<file path="src/rtl/ahb_lite_master.sv">
// AHB-Lite initiator: turns a valid/ready command stream into pipelined SINGLE transfers, one response each.
// Latency: command accepted at edge E0 -> address phase cycle 1, data phase cycle 2, rsp_valid cycle 3 (zero waits).
// Backpressure: cmd_ready drops while the address phase is stalled by HREADY=0 or an ERROR cancel; responses cannot be stalled.
//
// Ports:
//   HCLK, HRESETn                  bus clock, async active-low reset
//   HADDR/HTRANS/HSIZE/HWRITE      address-phase controls from the AP register
//   HBURST/HPROT                   constant SINGLE / data-privileged
//   HWDATA                         data-phase write data from the DP register
//   HREADY/HRESP/HRDATA            slave response
//   cmd_*                          command stream (valid/ready)
//   rsp_*                          one-cycle response pulse per command, in order
module ahb_lite_master #(
    parameter int AW = 32
) (
    input  logic          HCLK,
    input  logic          HRESETn,
    output logic [AW-1:0] HADDR,
    output logic [1:0]    HTRANS,
    output logic [2:0]    HSIZE,
    output logic          HWRITE,
    output logic [2:0]    HBURST,
    output logic [3:0]    HPROT,
    output logic [31:0]   HWDATA,
    input  logic          HREADY,
    input  logic          HRESP,
    input  logic [31:0]   HRDATA,
    input  logic          cmd_valid,
    output logic          cmd_ready,
    input  logic          cmd_write,
    input  logic [AW-1:0] cmd_addr,
    input  logic [1:0]    cmd_size,
    input  logic [31:0]   cmd_wdata,
    output logic          rsp_valid,
    output logic [31:0]   rsp_rdata,
    output logic          rsp_err
);

    typedef struct packed {
        logic          vld;
        logic [AW-1:0] addr;
        logic [2:0]    hsize;
        logic          write;
        logic [31:0]   wdata;
    } ap_t;

    typedef struct packed {
        logic        vld;
        logic        write;
        logic [31:0] wdata;
    } dp_t;

    ap_t        ap;
    dp_t        dp;
    logic       err_cancel;
    logic       issue;
    logic       addr_done;
    logic       data_done;
    logic       accept;
    logic [2:0] hsize_in;

    // The AP command is only driven onto the bus while no ERROR cancel is pending.
    assign issue     = ap.vld && !err_cancel;
    assign addr_done = HREADY && issue;
    assign data_done = HREADY && dp.vld;
    assign cmd_ready = !ap.vld || (HREADY && !err_cancel);
    assign accept    = cmd_valid && cmd_ready;

    // Size code 3 has no 64-bit meaning on a 32-bit bus; fold it to word.
    always_comb begin
        hsize_in = {1'b0, cmd_size};
        if (cmd_size == 2'd3) begin
            hsize_in = 3'd2;
        end
    end

    always_ff @(posedge HCLK or negedge HRESETn) begin
        if (!HRESETn) begin
            ap         <= '0;
            dp         <= '0;
            err_cancel <= 1'b0;
            rsp_valid  <= 1'b0;
            rsp_err    <= 1'b0;
            rsp_rdata  <= '0;
        end else begin
            // Only the valid bit is cleared when AP drains, so the address
            // controls keep their last value on an idle bus.
            if (accept) begin
                ap.vld   <= 1'b1;
                ap.addr  <= cmd_addr;
                ap.hsize <= hsize_in;
                ap.write <= cmd_write;
                ap.wdata <= cmd_wdata;
            end else if (addr_done) begin
                ap.vld <= 1'b0;
            end

            // DP advances only on HREADY; wdata is kept otherwise so HWDATA
            // holds through wait states and after the last transfer.
            if (HREADY) begin
                dp.vld <= addr_done;
                if (addr_done) begin
                    dp.write <= ap.write;
                    dp.wdata <= ap.wdata;
                end
            end

            // First ERROR cycle (HREADY=0) cancels the pending address phase
            // for the second ERROR cycle, as the two-cycle ERROR response requires.
            if (HREADY) begin
                err_cancel <= 1'b0;
            end else if (dp.vld && HRESP) begin
                err_cancel <= 1'b1;
            end

            rsp_valid <= data_done;
            rsp_err   <= data_done && HRESP;
            rsp_rdata <= (data_done && !dp.write && !HRESP) ? HRDATA : 32'h0;
        end
    end

    assign HTRANS = issue ? 2'b10 : 2'b00;
    assign HADDR  = ap.addr;
    assign HSIZE  = ap.hsize;
    assign HWRITE = ap.write;
    assign HWDATA = dp.wdata;
    assign HBURST = 3'b000;
    assign HPROT  = 4'b0011;

endmodule

</file>
<file path="config.mk">
export PLATFORM = sky130hd
export DESIGN_NAME = ahb_lite_master
export DESIGN_NICKNAME = d
export VERILOG_FILES = /design/src/rtl/ahb_lite_master.sv
export SDC_FILE = /design/constraint.sdc
export NUM_CORES = 1
export LEC_CHECK = 0
export BUFFER_PORTS_ARGS = -buffer_cell sky130_fd_sc_hd__buf_4
export CELL_PAD_IN_SITES_DETAIL_PLACEMENT = 1
export CELL_PAD_IN_SITES_GLOBAL_PLACEMENT = 1
export CORE_AREA = 2 2 105 148
export DETAILED_ROUTE_END_ITERATION = 8
export DIE_AREA = 0 0 107 150
export PLACE_DENSITY = 0.77
export SLEW_MARGIN = 30
export SYNTH_ARGS = -nofsm -noshare
export SYNTH_HDL_FRONTEND = slang
export SYNTH_SLANG_ARGS = --single-unit
</file>
<file path="constraint.sdc">
create_clock -name HCLK -period 2 [get_ports HCLK]
set_input_delay 0.3 -clock HCLK [delete_from_list [all_inputs] [get_ports HCLK]]
set_output_delay 0.3 -clock HCLK [all_outputs]
set_load 0.05 [all_outputs]
</file>
==> qor.csv <==
stage,metric,value,unit
floorplan,dieArea,0.0161,sq mm
critical_path,cp_cell_sequence,"nand2b_1, a21boi_4, buf_4, mux2_1",
pwr,powerDensity,1320,mW/mm^2
critical_path,crit_buf_inv,1,
floorplan,rows,53,
cells_and_area,num-fill-cells,1523,
routing,vias,3253,
clock_network,clockBufferDepth,2,
critical_path,path_depth,4,
global_routing,grt_pass1_wl,18.9,mm
pwr,p_total,9.78,mW
routing,firstDrtPassIters,3,
critical_path,critical-path-top-delay-family,flip-flops,
place,gp_congestion,0.682,
worst_hold_path,hold_path_depth,2,
global_routing,grt_max_degree,53,
sta,skew,0.0139,ns
critical_path,criticalPathCategory,register to register,
pwr,vdd_drop_max,662,uV
sta,drv_slew,0,
cells_and_area,seq_area,0.00343,sq mm
global_routing,grt_usage,15.8,%
yosys,synth-edff-count,0,
place,dp_hpwl,8.96,mm
sta,fin_setup_tns,0,ns
clock_network,htreeDepth,4,
yosys,syn_inst,374,
yosys,synth_area,0.00553,sq mm
routing,postRouteAntennaNets,0,
yosys,synth_seq_cells,137,
clock_network,cts_tree,built,
yosys,synthMostInstantiatedCell,dfrtp_1,
pwr,leakagePower,3.60,nW
floorplan,ioPinCount,216,
routing,wl_per_cell,16.8,microns
clock_network,root_buffer,clkbuf_16,
yosys,yosysTopAreaCell,dfrtp_1,
cells_and_area,drive_above_1_share,59.1,%
status,outcome,finished clean,
sta,setup_viol,0,
sta,rsz0062_at_grt,no,
yosys,avgSynthCellArea,14.8,sq um
critical_path,startpoint_type,register,
clock_network,clkTransAtPathRegs,0.06,ns
pwr,p_clk_share,32.9,%
critical_path,cp-end-kind,register,
sta,fmax,0.603,GHz
cells_and_area,syn2layout_area_growth,33.7,%
routing,vias_per_cell,4.46,
global_routing,first_global_vias,3695,
cells_and_area,multi_input_area,0.00145,sq mm
pwr,p_sw,3.39,mW
place,port_buffers,206,
floorplan,initial_core_util,37.4,%
pwr,internal_power,6.39,mW
yosys,ys_seq_area_share,62.0,%
critical_path,path_max_fanout,24,
critical_path,cp_data_arrival_time,1.94,ns
sta,whs,0.0831,ns
sta,setup_ws,0.342,ns
yosys,ys_async_sr_fraction,100,%
critical_path,cpPeakStageDelay,0.38,ns
routing,drc_errors,0,
sta,finalCriticalPeriod,1.66,ns
floorplan,core_area,0.0148,sq mm
global_routing,grt_overflow,0,
clock_network,cts_buffers,17,
critical_path,crit_path_top_delay_cell,dfrtp_1,
yosys,synthTopCellsByCount,"dfrtp_1 (137), buf_4 (79), mux2_2 (70)",
sta,period_share,82.9,%
routing,drtIter0Drc,41,
sta,hold_viol_final,0,
critical_path,r2r_cells,4,
clock_network,postCtsSetupRepairBufs,0,
pwr,power_frac_seq,36.5,%
routing,finalWirelength,12.3,mm
place,pre_cts_ws,0.351,ns
pwr,swShare,34.6,%
pwr,combPwrFrac,30.7,%
critical_path,required,2.29,ns
yosys,yosys_warnings,0,
yosys,yosysUniqueCellTypes,22,
floorplan,die_width,107,microns
cells_and_area,final_nets,629,
cells_and_area,diodes,0,
yosys,yosys.area.top_type_share,62.0,%
worst_hold_path,min_path_type,input port to register,
cells_and_area,fin_util,50.0,%
floorplan,die_height,150,microns
yosys,ys.flop_type,dfrtp_1,
flow_run,max_cap_violations,0,
yosys,synth_area_leaders,"dfrtp_1 (62%), mux2_2 (14%), buf_4 (11%)",
clock_network,clock_latency,0.42,ns
clock_network,clock_sinks,137,
global_routing,antenna_found_initial,0,
-- power groups by stage --
stage,Sequential (mW),Clock [mW],Combinational [mW]
finish,3.57,3.21,3.00
global route,3.64,3.42,3.12
global placement,3.58,0,2.97
CTS,3.58,3.30,3.04
floorplan,3.63,0,2.48
detailed placement,3.62,0,3.03
-- cells in the final DEF (no fill, tap or decap), drive strengths merged --
master	n
a21boi	1
and2	33
dfrtp	137
conb	9
nor2	1
nand2b	2
buf	213
dlygate4sd3	1
and2b	1
nand2	2
inv	2
a21oi	1
o21ai	1
clkbuf	20
bufinv	3
mux2	100
clkinvlp	3
nor3b	1
clkinv	5
and3	1
nor2b	1
-- per-stage QoR --
| stage | instances | instance area, sq um |
|---|---|---|
| after floorplan | 381 | 5550 |
| after global placement | 697 | 6770 |
| after detailed placement | 697 | 6770 |
| after CTS | 730 | 7390 |
| after global routing | 730 | 7390 |
| final | 730 | 7390 |
-- registers in the layout, indices dropped and copies added (netlist names) --
register    count
ap             33
HADDR          32
HWDATA         32
rsp_rdata      32
HSIZE           2
dp              2
HWRITE          1
err_cancel      1
rsp_err         1
rsp_valid       1
-- worst reg2reg max path: stages, from the launching register on --
cell	delay [ns]
dfrtp_1	0.38
nand2b_1	0.20
a21boi_4	0.21
buf_4	0.34
mux2_1	0.39
-- final cells by class --
class	instances	share of cell area, %
Sequential cell	137	46.4
Tap cell	192	3.25
Clock inverter	12	1.98
Clock buffer	20	6.32
Timing Repair Buffer	214	22.3
Multi-Input combinational cell	154	19.7
Inverter	1	0.0508
-- repair_timing --
action                     CTS  global route
resized for setup            0             0
hold buffers                 1             0
hold endpoints to repair    50             0
setup endpoints to repair    0             0
-- worst paths after layout --
check | from | to | slack, ns
max reg2reg | err_cancel | HADDR[6] | 0.34
max | err_cancel | HADDR[6] | 0.34
min in group asynchronous | HRESETn | HADDR[6] | 0.40
min reg2reg | HADDR[12] | HADDR[12] | 0.48
max in group asynchronous | HRESETn | rsp_rdata[5] | 0.96
min | HREADY | err_cancel | 0.08
-- cell families after synthesis --
kind of cell | count (synthesis) | share of synthesized area (%)
multiplexers | 100 | 20.4
other | 2 | 0.136
flip-flops | 137 | 62.0
buffers and inverters | 90 | 12.3
AND/OR/NAND/NOR | 42 | 4.80
AO/OA/AOI/OAI | 3 | 0.385
-- routing by layer --
| layer | GRT usage [%] | up-vias | part of all wire [%] |
|---|---|---|---|
| met4 | 8.96 | 0 | 3.2 |
| met5 | 0 | - | 0 |
| met2 | 28.9 | 135 | 57 |
| met3 | 5.23 | 25 | 6.5 |
| li1 | - | 1454 | - |
| met1 | 15.4 | 1639 | 33 |
Note: power is estimated with default switching activity, not from simulation.
